===== src/rtl/mux8_rr_arbiter.sv =====
// mux8_rr_arbiter: round-robin owner of an 8:1 mux select with a bounded hold time
//   clk    in   rising-edge clock
//   rst_n  in   synchronous active-low reset
//   req    in   [7:0] level requests, bit i = requester i
//   grant  out  [7:0] registered one-hot grant, zero when idle
//   sel    out  [2:0] registered mux select (index of current owner)
//   valid  out  high while grant is nonzero
//   switch out  one-cycle pulse in the first cycle of each new grant
module mux8_rr_arbiter #(
    parameter int MAX_HOLD = 4,
    localparam int HCW = $clog2(MAX_HOLD + 1)
) (
    input  logic       clk,
    input  logic       rst_n,
    input  logic [7:0] req,
    output logic [7:0] grant,
    output logic [2:0] sel,
    output logic       valid,
    output logic       switch
);
    localparam logic [0:0] IDLE  = 1'b0;
    localparam logic [0:0] GRANT = 1'b1;
    logic [0:0]     state_q, state_d;
    logic [7:0]     grant_q, grant_d;
    logic [2:0]     sel_q, sel_d;
    logic [2:0]     last_q, last_d;
    logic [HCW-1:0] hold_q, hold_d;
    logic           valid_q, valid_d;
    logic           switch_q, switch_d;
    logic [7:0]     own_bit;
    logic [7:0]     cand;
    logic [2:0]     pick;
    logic           found;
    logic           do_grant;

    // First set bit of r scanning base+1, base+2, ... wrapping; base itself is checked last.
    function automatic logic [3:0] rr_pick(input logic [7:0] r, input logic [2:0] base);
        logic [2:0] idx;
        rr_pick = '0;
        for (int k = 8; k >= 1; k--) begin
            idx = base + 3'(k);
            if (r[idx]) rr_pick = {1'b1, idx};
        end
    endfunction

    always_comb begin
        own_bit = 8'd1 << sel_q;
        // While granted, the current owner never competes in its own successor pick.
        cand = (state_q == GRANT) ? (req & ~own_bit) : req;
        {found, pick} = rr_pick(cand, last_q);
        state_d  = state_q;
        grant_d  = grant_q;
        sel_d    = sel_q;
        last_d   = last_q;
        hold_d   = hold_q;
        valid_d  = valid_q;
        switch_d = 1'b0;
        do_grant = 1'b0;
        if (state_q == IDLE) begin
            do_grant = found;
        end else if (!req[sel_q]) begin
            do_grant = found;
            if (!found) begin
                state_d = IDLE;
                grant_d = '0;
                valid_d = 1'b0;
                hold_d  = '0;
            end
        end else if (hold_q == HCW'(MAX_HOLD)) begin
            // Limit reached: rotate if anyone else waits, otherwise renew silently.
            do_grant = found;
            if (!found) hold_d = HCW'(1);
        end else begin
            hold_d = hold_q + HCW'(1);
        end
        if (do_grant) begin
            state_d  = GRANT;
            grant_d  = 8'd1 << pick;
            sel_d    = pick;
            last_d   = pick;
            valid_d  = 1'b1;
            switch_d = 1'b1;
            hold_d   = HCW'(1);
        end
    end

    always_ff @(posedge clk) begin
        if (!rst_n) begin
            state_q  <= IDLE;
            grant_q  <= '0;
            sel_q    <= '0;
            last_q   <= 3'd7;
            hold_q   <= '0;
            valid_q  <= 1'b0;
            switch_q <= 1'b0;
        end else begin
            state_q  <= state_d;
            grant_q  <= grant_d;
            sel_q    <= sel_d;
            last_q   <= last_d;
            hold_q   <= hold_d;
            valid_q  <= valid_d;
            switch_q <= switch_d;
        end
    end

    assign grant  = grant_q;
    assign sel    = sel_q;
    assign valid  = valid_q;
    assign switch = switch_q;
endmodule


===== config.mk =====
export PLATFORM = sky130hd
export DESIGN_NAME = mux8_rr_arbiter
export DESIGN_NICKNAME = d
export VERILOG_FILES = /design/src/rtl/mux8_rr_arbiter.sv
export SDC_FILE = /design/constraint.sdc
export NUM_CORES = 1
export LEC_CHECK = 0
export BUFFER_PORTS_ARGS = -buffer_cell sky130_fd_sc_hd__buf_2
export CAP_MARGIN = 0
export CORE_ASPECT_RATIO = 0.6
export CORE_MARGIN = 2
export CORE_UTILIZATION = 34
export DETAILED_ROUTE_END_ITERATION = 8
export GPL_TIMING_DRIVEN = 0
export HOLD_SLACK_MARGIN = 0.12
export PLACE_DENSITY = 0.62
export SLEW_MARGIN = 20
export SYNTH_ARGS = -nofsm -noshare
export SYNTH_HDL_FRONTEND = slang
export SYNTH_SLANG_ARGS = --single-unit

===== constraint.sdc =====
create_clock -name clk -period 4.89 [get_ports clk]
set_input_delay 0.2445 -clock clk [delete_from_list [all_inputs] [get_ports clk]]
set_output_delay 0.2445 -clock clk [all_outputs]
set_load 0.01 [all_outputs]

==> metrics, run 1 <==
Final Cycle Share=90.4%; hold buffers post-CTS=0; Starting DRT DRC Count=248; CP Launch Type=flop; H-Tree Depth=1; vias post-DR=2367; clock latency on the worst-skew pair=260 ps; min Tclk post-route=4420 ps; headroom to the max-slew limit=48.8%; Final Slew Violations=0; CP arrival=4580 ps; status=finished clean; multi-input logic area=0.00172 sq mm; post-place setup slack=557 ps; #FFs+latches synth=20; Sw Ratio=52.5%; Max Clock Freq=226 MHz; Area contributors post-synth=dfxtp_1 (18%), mux4_2 (8.9%), nand2_1 (4.0%), a21oi_1 (3.1%), o22ai_1 (3.0%); Die Ht=67.3 microns; number of global-route vias before repair=2071; Worst VDD drop=0.292 mV; Worst Path Required=5050 ps; DPL Wire Length=5700 microns; synthesized instance count=265; post-synthesis sequential area ratio=17.6%; Num CTS Buffers=3; total internal power=985 uW; Lkg Pwr=0.000989 uW; minimum setup slack in the final design=471 ps; Layout fillers=674; setup_tns=0 ps; die area=0.00737 sq mm; measured slew at the worst slew-check pin=758 ps; vias per cell=6.26; post-cts resize count=0; CP max FO=10; routability cong.=0.984; die width=109 microns; Net Switching=1090 uW; unrepaired setup endpoints after global routing=no; Hold Path Cell Cnt=2; crit path kind=flop to flop; Syn-to-layout area delta=12.8%; global-route usage over all layers=19.9%; CTS Sinks=20; Gate power share=80.7%; # Post-CTS Setup Buffers=0; CTS clk-pin slew, worst paths=80 ps; # rows=23; top-area cell type share of the netlist area=17.6%; number of synthesized flops with an enable pin=0; leading area contributor after synthesis=dfxtp_1; DRT antenna net count=0; fin util=39.0%; max cap viols=0; clock share of power=8.0%; syn_area_per_cell=8.56 sq um; YS warnings=0; Avg WL per Cell=18.7 microns; nets=306; register cell area after layout=400 sq um; synthesized cell area=0.00227 sq mm; ys flop type=dfxtp_1; clk buf depth=2; Initial Util=34.6%; Crit. End Element=flop; TritonCTS clock tree=done; initial antenna violation count=0; pin count of the biggest net entering global routing=13; Hold Crit Class=input port to flop; # setup viols final=0; global-route wire length before repair=11200 microns; number of hold violations in the final report=0; port buffer count=22; clock skew=2.38 ps; grt total ovfl=0; syn nets=279; TritonRoute pass-1 iters=5; ys async rst share=0%; total wire length=7050 microns; Boundary Pins=23; clock tree root buffer cell=clkbuf_8; diode count=0; Core ar.=0.00656 sq mm; cell depth of the worst flop-to-flop path=13; Cell variety after synth=74; DR DRC count=0; Seq pwr share=11.4%; power per cell area=810 mW/mm^2; share of post-route cells with drive strength above 1=23.4%
-- power by group through the flow --
stage	Combinational (uW)	Clock [uW]	Sequential [uW]
2_1_floorplan	1230	0	245
3_3_place_gp	1610	0	237
3_5_place_dp	1620	0	239
4_1_cts	1630	169	236
5_1_grt	1810	174	241
6_report	1670	165	236
-- placed cells by master (no fill, tap or decap), drive strengths merged, types with 4 or more instances in the layout --
master	count
nand2b	7
mux4	10
nand3	6
a21oi	14
a22oi	5
mux2i	4
clkbuf	10
a32oi	5
buf	35
ha	4
and2	9
nor3	4
nor2b	7
dfxtp	20
nand4b	4
nand2	25
inv	12
o21ai	8
nor2	11
a32o	8
o22ai	11
a221oi	4
o211ai	4
-- kinds of logic after synthesis --
family / count (synthesis) / share of synthesized area [%]
AO/OA/AOI/OAI: 93 / 33.1
XOR/XNOR: 3 / 1.16
flip-flops: 20 / 17.6
adder cells (fa/ha/maj): 4 / 2.21
AND/OR/NAND/NOR: 95 / 25.9
multiplexers: 17 / 13.3
buffers and inverters: 33 / 6.67
-- metrics by stage --
stage	power [uW]	std cells	hold slack, ps	cell area [sq um]
final	2070	378	215	2560
after global routing	2220	378	225	2560
after CTS	2040	378	210	2560
after detailed placement	1860	374	461	2490
after global placement	1850	374	458	2490
after floorplan	1470	265	321	2270
-- final timing paths --
path	from	slack, ps	endpoint
worst max-delay path	last_q[0]	470	grant[0]
worst min-delay path	rst_n	210	last_q[2]
worst max register to register	last_q[0]	470	grant[0]
worst min register to register	hold_q[1]	470	hold_q[1]
-- worst max-delay path: stages, from the launching register on --
cell and delay, ps:
dfxtp_1 380, inv_2 180, buf_1 510, ha_1 300
clkbuf_1 350, buf_2 340, o32ai_1 170, mux2i_1 390
o2111ai_1 220, a2111oi_4 710, or2_0 180, buf_2 180
nor3_1 120, a32o_2 290
-- layer usage --
metal	global-route usage, %	routed length (microns)
met2	25.4	2600
met4	2.69	36
met3	7.82	1010
met5	0	0
met1	31.0	3410
-- synthesized netlist by cell type, types with 2 or more instances --
library cell / number
nand2_1: 24
nor2b_1: 7
a211o_1: 2
nor2_1: 10
and4b_1: 3
a221o_1: 2
xnor2_1: 2
buf_2: 7
and4bb_2: 2
o221ai_1: 3
a221oi_1: 4
nor3_1: 4
inv_2: 2
dfxtp_1: 20
o22ai_1: 11
a211oi_1: 2
clkbuf_1: 7
and3_1: 2
a21o_1: 3
o2111a_1: 2
nand4b_1: 4
and2_1: 9
mux2_2: 3
nand3_1: 5
a22oi_1: 5
a32o_1: 4
mux2i_1: 4
buf_1: 2
o311ai_0: 2
o211ai_1: 4
a21oi_1: 14
nand2b_1: 7
ha_1: 4
nor3b_1: 2
buf_4: 3
inv_1: 10
a32oi_1: 5
o32ai_1: 3
o21ai_0: 8
mux4_2: 9
or3_1: 2
nand4bb_1: 2
a32o_2: 4
-- state kept, by name, summed over array words and instances, names as in the netlist --
register,cells
sel,3
state_q,1
last_q,3
hold_q,3
switch,1
valid,1
grant,8
-- layout make-up --
class	instances	area share [%]
buffer	20	4.01
clock buffer	3	1.61
clock inverter	1	1.17
inverter	13	1.91
multi-input combinational	212	67.1
sequential	20	15.6
tap	87	4.25
timing repair buffer	22	4.30
Note: power is estimated with default switching activity, not from simulation.
==> run 2, diff against run 1 <==
--- a/config.mk
+++ b/config.mk
@@ -14,6 +14,7 @@
 export GPL_TIMING_DRIVEN = 0
 export HOLD_SLACK_MARGIN = 0.12
 export PLACE_DENSITY = 0.62
+export REMOVE_ABC_BUFFERS = 1
 export SLEW_MARGIN = 20
 export SYNTH_ARGS = -nofsm -noshare
 export SYNTH_HDL_FRONTEND = slang
==> metrics, run 2 (synthesis results as in run 1) <==
DRT antenna net count=0 (unchanged); Hold Crit Class=input port to flop; CTS Sinks=20 (unchanged); TritonRoute pass-1 iters=5 (unchanged); Worst VDD drop=0.225 mV (-23%); nets=286 (-6.5%); diode count=0 (unchanged); commonest non-fill, non-tap cell in the layout=nand2_1; headroom to the max-slew limit=50.8% (+2.0 points); Final Cycle Share=92.2% (+1.9 points); max reg flops=8 (unchanged); total internal power=917 uW (-6.9%); DPL Wire Length=4940 microns (-13%); H-Tree Depth=1 (unchanged); status=finished clean; min Tclk post-route=4510 ps (+90.5 ps); vias post-DR=2272 (-4.0%); setup_tns=0 ps (unchanged); TritonCTS clock tree=done; CTS clk-pin slew, worst paths=80 ps (about the same); total wire length=6590 microns (-6.5%); CP Launch Type=flop; Net Switching=1030 uW (-5.4%); Num CTS Buffers=3 (unchanged); share of post-route cells with drive strength above 1=21.8% (-1.6 points); unrepaired setup endpoints after global routing=no; clock share of power=6.5% (-1.5 points); setup slack, reg-to-reg=380 ps (-90 ps); die width=109 microns (unchanged); Max Clock Freq=222 MHz (-2.0%); crit path kind=flop to flop; # Post-CTS Setup Buffers=0 (unchanged); CP Capture Point=grant[0]; Boundary Pins=23 (unchanged); CP arrival=4670 ps (+90 ps); CP max FO=22 (+12); Worst Path Required=5050 ps (about the same); minimum setup slack in the final design=380 ps (-90.5 ps); # setup viols final=0 (unchanged); clock latency on the worst-skew pair=260 ps (about the same); routability cong.=0.897 (-8.9%); Gate power share=76.6% (-4.1 points); DR DRC count=0 (unchanged); # rows=23 (unchanged); number of hold violations in the final report=0 (unchanged); port buffer count=22 (unchanged); post-place setup slack=62.1 ps (-495 ps); Initial Util=34.6% (unchanged); global-route usage over all layers=18.3% (-1.6 points); clk buf depth=2 (unchanged); grt total ovfl=0 (unchanged); Die Ht=67.3 microns (unchanged); Crit. End Element=flop; Starting DRT DRC Count=220 (-11%); clock tree root buffer cell=clkbuf_8; measured slew at the worst slew-check pin=717 ps (-41.1 ps); die area=0.00737 sq mm (unchanged); crit path from=last_q[1]; global-route wire length before repair=10500 microns (-5.6%); max cap viols=0 (unchanged); Syn-to-layout area delta=7.72%; reg2reg start=last_q[1]; pin count of the biggest net entering global routing=23 (+10); Lkg Pwr=0.000918 uW (-7.1%); power per cell area=796 mW/mm^2 (-1.7%); vias per cell=6.35 (+1.3%); cell depth of the worst flop-to-flop path=10 (-3); Core ar.=0.00656 sq mm (unchanged); Sw Ratio=52.9% (+0.40 points); initial antenna violation count=0 (unchanged); most frequent cells in the layout=nand2_1 (24), buf_2 (22), dfxtp_1 (19); r2r endpoint=grant[0]; Avg WL per Cell=18.4 microns (-1.3%); final cell count without fillers=358 (-5.3%); placed insts=354 (-5.3%); number of global-route vias before repair=2010 (-2.9%); Seq pwr share=16.9% (+5.5 points); Final Slew Violations=0 (unchanged); clock skew=3.64 ps (+1.26 ps)
## run 2: changes by cell type in the layout (fill, tap and decap cells not counted), moves of 2 or more
cell,delta
buf_2,-7
clkbuf_1,-7
buf_4,-3
buf_1,-2
## run 2: timing repair
action / 4_1_cts / 5_1_grt
endpoints found under the setup margin: 0 / 15
resized for setup: 0 / 2
hold buffers: 0 / 0
## run 2: worst min path at each step
stage	from	end	slack (ps)	cells after the start
finish	rst_n	last_q[2]	230	2
global route	rst_n	last_q[2]	220	2
CTS	rst_n	last_q[2]	220	2
detailed placement	grant[5]	grant[5]	460	1
global placement	grant[5]	grant[5]	450	1
floorplan	rst_n	last_q[2]	320	1
## run 2: worst max-delay path: stages, from the launching register on
cell and delay [ps]:
dfxtp_1 770, inv_2 260, ha_2 690, nor2b_1 90, a32oi_1 510, mux4_2 450, nand3_2 120, a2111oi_4 600
or2_0 430, nor3_1 170, a32o_2 290
## run 2: power by group through the flow
stage | Combinational (uW) | Clock, uW | Sequential (uW)
final | 1490 | 127 | 329
after global routing | 1630 | 134 | 338
after CTS | 1460 | 129 | 325
after detailed placement | 1450 | 0 | 329
after global placement | 1440 | 0 | 327
after floorplan | 1120 | 0 | 304
## run 2: cell type report
class	instances	area, sq um
multi-input combinational	212	1720
fill	674	4120
timing repair buffer	22	110
sequential	20	402
tap	87	109
inverter	13	48.8
clock buffer	4	55.1
## run 2: per-stage QoR
stage / power [uW] / utilization, % / hold slack (ps) / cell area, sq um
detailed placement: 1780 / 36.4 / 456 / 2390
global route: 2100 / 37.3 / 223 / 2440
finish: 1950 / 37.3 / 228 / 2440
CTS: 1910 / 37.2 / 219 / 2440
floorplan: 1430 / - / 321 / 2170
global placement: 1760 / 36.4 / 447 / 2390
## run 2: metal layers
metal / wire (microns) / global-route usage (%)
met4: 24 / 1.74
met2: 2730 / 25.5
met3: 674 / 6.37
met5: 0 / 0
met1: 3160 / 27.6
==> run 3, diff against run 2 <==
--- a/config.mk
+++ b/config.mk
@@ -13,7 +13,7 @@
 export DETAILED_ROUTE_END_ITERATION = 8
 export GPL_TIMING_DRIVEN = 0
 export HOLD_SLACK_MARGIN = 0.12
-export PLACE_DENSITY = 0.62
+export PLACE_DENSITY = 0.64
 export REMOVE_ABC_BUFFERS = 1
 export SLEW_MARGIN = 20
 export SYNTH_ARGS = -nofsm -noshare
==> constraint.sdc (replaced) <==
create_clock -name clk -period 3.95 [get_ports clk]
set_input_delay 0.1975 -clock clk [delete_from_list [all_inputs] [get_ports clk]]
set_output_delay 0.1975 -clock clk [all_outputs]
set_load 0.01 [all_outputs]
==> metrics, run 3 (synthesis results as in run 1) <==
status=finished clean; DR DRC count=0 (unchanged); clock skew=4.09 ps (+0.452 ps); Core ar.=0.00656 sq mm (unchanged); crit path kind=flop to flop; Max Clock Freq=272 MHz (+23%); initial antenna violation count=0 (unchanged); most frequent cells in the layout=nand2_1 (24), buf_2 (22), dfxtp_1 (18); Starting DRT DRC Count=297 (+35%); Initial Util=34.6% (unchanged); CTS clk-pin slew, worst paths=80 ps (about the same); diode count=0 (unchanged); crit path buf inv count=2 (+1); DRT antenna net count=0 (unchanged); Lkg Pwr=0.000943 uW (+2.7%); headroom to the max-slew limit=49.7% (-1.2 points); total wire length=6980 microns (+5.8%); final cell count without fillers=361 (+0.84%); Syn-to-layout area delta=10.4%; nets=289 (+1.0%); Routed met3 length=684 microns (+1.5%); top routing layer used=met4; number of hold violations in the final report=0 (unchanged); Net Switching=1320 uW (+28%); Hold Crit Class=input port to flop; grt total ovfl=0 (unchanged); vias post-DR=2368 (+4.2%); routability cong.=0.949 (+5.8%); power per cell area=1010 mW/mm^2 (+27%); vias per cell=6.56 (+3.4%); Gate power share=75.5% (-1.1 points); metal1 wirelength=3310 microns (+4.7%); Worst Path Required=4160 ps (-890 ps); pin count of the biggest net entering global routing=23 (unchanged); min Tclk post-route=3680 ps (-832 ps); CP delay by family, top=compound AO/OA/AOI/OAI gates; Final Slew Violations=0 (unchanged); setup slack, reg-to-reg=270 ps (-110 ps); die width=109 microns (unchanged); biggest cell delay along the critical path=520 ps (-250 ps); global-route usage over all layers=19.2% (+0.97 points); clock tree root buffer cell=clkbuf_8; hold buffers post-CTS=0 (unchanged); die area=0.00737 sq mm (unchanged); global-route wire length before repair=11000 microns (+4.3%); # setup viols final=0 (unchanged); number of global-route vias before repair=2075 (+3.2%); Boundary Pins=23 (unchanged); DPL Wire Length=5190 microns (+5.0%); Num CTS Buffers=3 (unchanged); measured slew at the worst slew-check pin=754 ps (+37.0 ps); CP max stage cell=dfxtp_4; TritonCTS clock tree=done; DP Area=0.00239 sq mm (unchanged); max reg flops=8 (unchanged); post-route cell area=0.00250 sq mm (+2.5%); port buffer count=22 (unchanged); Layout fillers=691 (+2.5%); Sw Ratio=52.2% (-0.71 points); H-Tree Depth=1 (unchanged); max cap viols=0 (unchanged); CP max FO=22 (unchanged); total internal power=1210 uW (+32%); clk buf depth=2 (unchanged); CP Launch Type=flop; Avg WL per Cell=19.3 microns (+5.0%); placed insts=354 (unchanged); CP arrival=3880 ps (-790 ps); unrepaired setup endpoints after global routing=no; Final Cycle Share=93.1% (+0.89 points); CTS Sinks=20 (unchanged); Seq pwr share=16.4% (-0.5 points); WL met2=2940 microns (+7.4%); Worst VDD drop=0.371 mV (+65%); crit-path cells=inv_2 -> ha_4 -> nor2b_1 -> a32oi_1 -> mux4_2 -> nand3_2 -> a2111oi_4 -> buf_4 -> nor2_4 -> a311oi_4 -> a32o_2; TritonRoute pass-1 iters=6 (+1); Die Ht=67.3 microns (unchanged); clock share of power=8.1% (+1.6 points); share of post-route cells with drive strength above 1=23.4% (+1.6 points); clock latency on the worst-skew pair=260 ps (about the same); # rows=23 (unchanged); Crit. End Element=flop; commonest non-fill, non-tap cell in the layout=nand2_1
[run 3: cell types whose count changed in the layout (fill, tap and decap cells not counted), sizes merged]
cell	previous run	this run
buf	22	25
bufinv	0	1
clkbuf	4	3
[run 3: worst paths after layout]
check	from	end	depth (start not counted)
setup / recovery	last_q[0]	grant[1]	11
hold / removal	rst_n	last_q[2]	2
setup reg to reg	last_q[0]	grant[1]	11
hold reg to reg	grant[5]	grant[5]	1
[run 3: power groups by stage]
stage | clock, uW | combinational [uW] | sequential (uW)
floorplan | 0 | 1390 | 376
global placement | 0 | 1790 | 407
detailed placement | 0 | 1830 | 411
CTS | 207 | 1870 | 408
global route | 216 | 2040 | 429
finish | 204 | 1900 | 414
[run 3: layer usage]
| layer | up-vias | track usage (%) |
|---|---|---|
| met1 | 1157 | 29.5 |
| li1 | 1075 | - |
| met5 | - | 0 |
| met4 | 0 | 1.11 |
| met3 | 8 | 3.28 |
| met2 | 128 | 29.3 |
[run 3: timing repair]
item,in CTS,in global routing
setup endpoints to repair,20,11
gates cloned,0,0
pin swaps,1,0
gates resized for setup,4,2
setup buffers,3,0
hold endpoints to repair,0,0
[run 3: final cells by class]
| type | instances | area, sq um | share of cell area, % |
|---|---|---|---|
| Clock buffer | 3 | 41.3 | 1.65 |
| Clock inverter | 1 | 30.0 | 1.20 |
| Inverter | 13 | 48.8 | 1.95 |
| Multi-Input combinational cell | 212 | 1740 | 69.4 |
| Sequential cell | 20 | 405 | 16.2 |
| Tap cell | 87 | 109 | 4.35 |
| Timing Repair Buffer | 25 | 133 | 5.29 |
[run 3: per-stage QoR]
stage,TNS (ps),hold slack (ps),util (%),setup slack (ps),power (uW)
CTS,0,174,38.0,58.3,2480
detailed placement,-13220,445,36.4,-916,2240
global route,0,180,38.2,73.8,2690
global placement,-12860,441,36.4,-896,2200
floorplan,0,274,-,220,1760
finish,0,183,38.2,272,2520
[run 3: worst reg2reg max path: cells and delay by family, from the launching register on]
kind,cells,cell delay (ps)
buf+inv,2,460
compound gates,4,1460
fa+ha+maj,1,500
flops,1,520
mux,1,420
simple gates,3,270
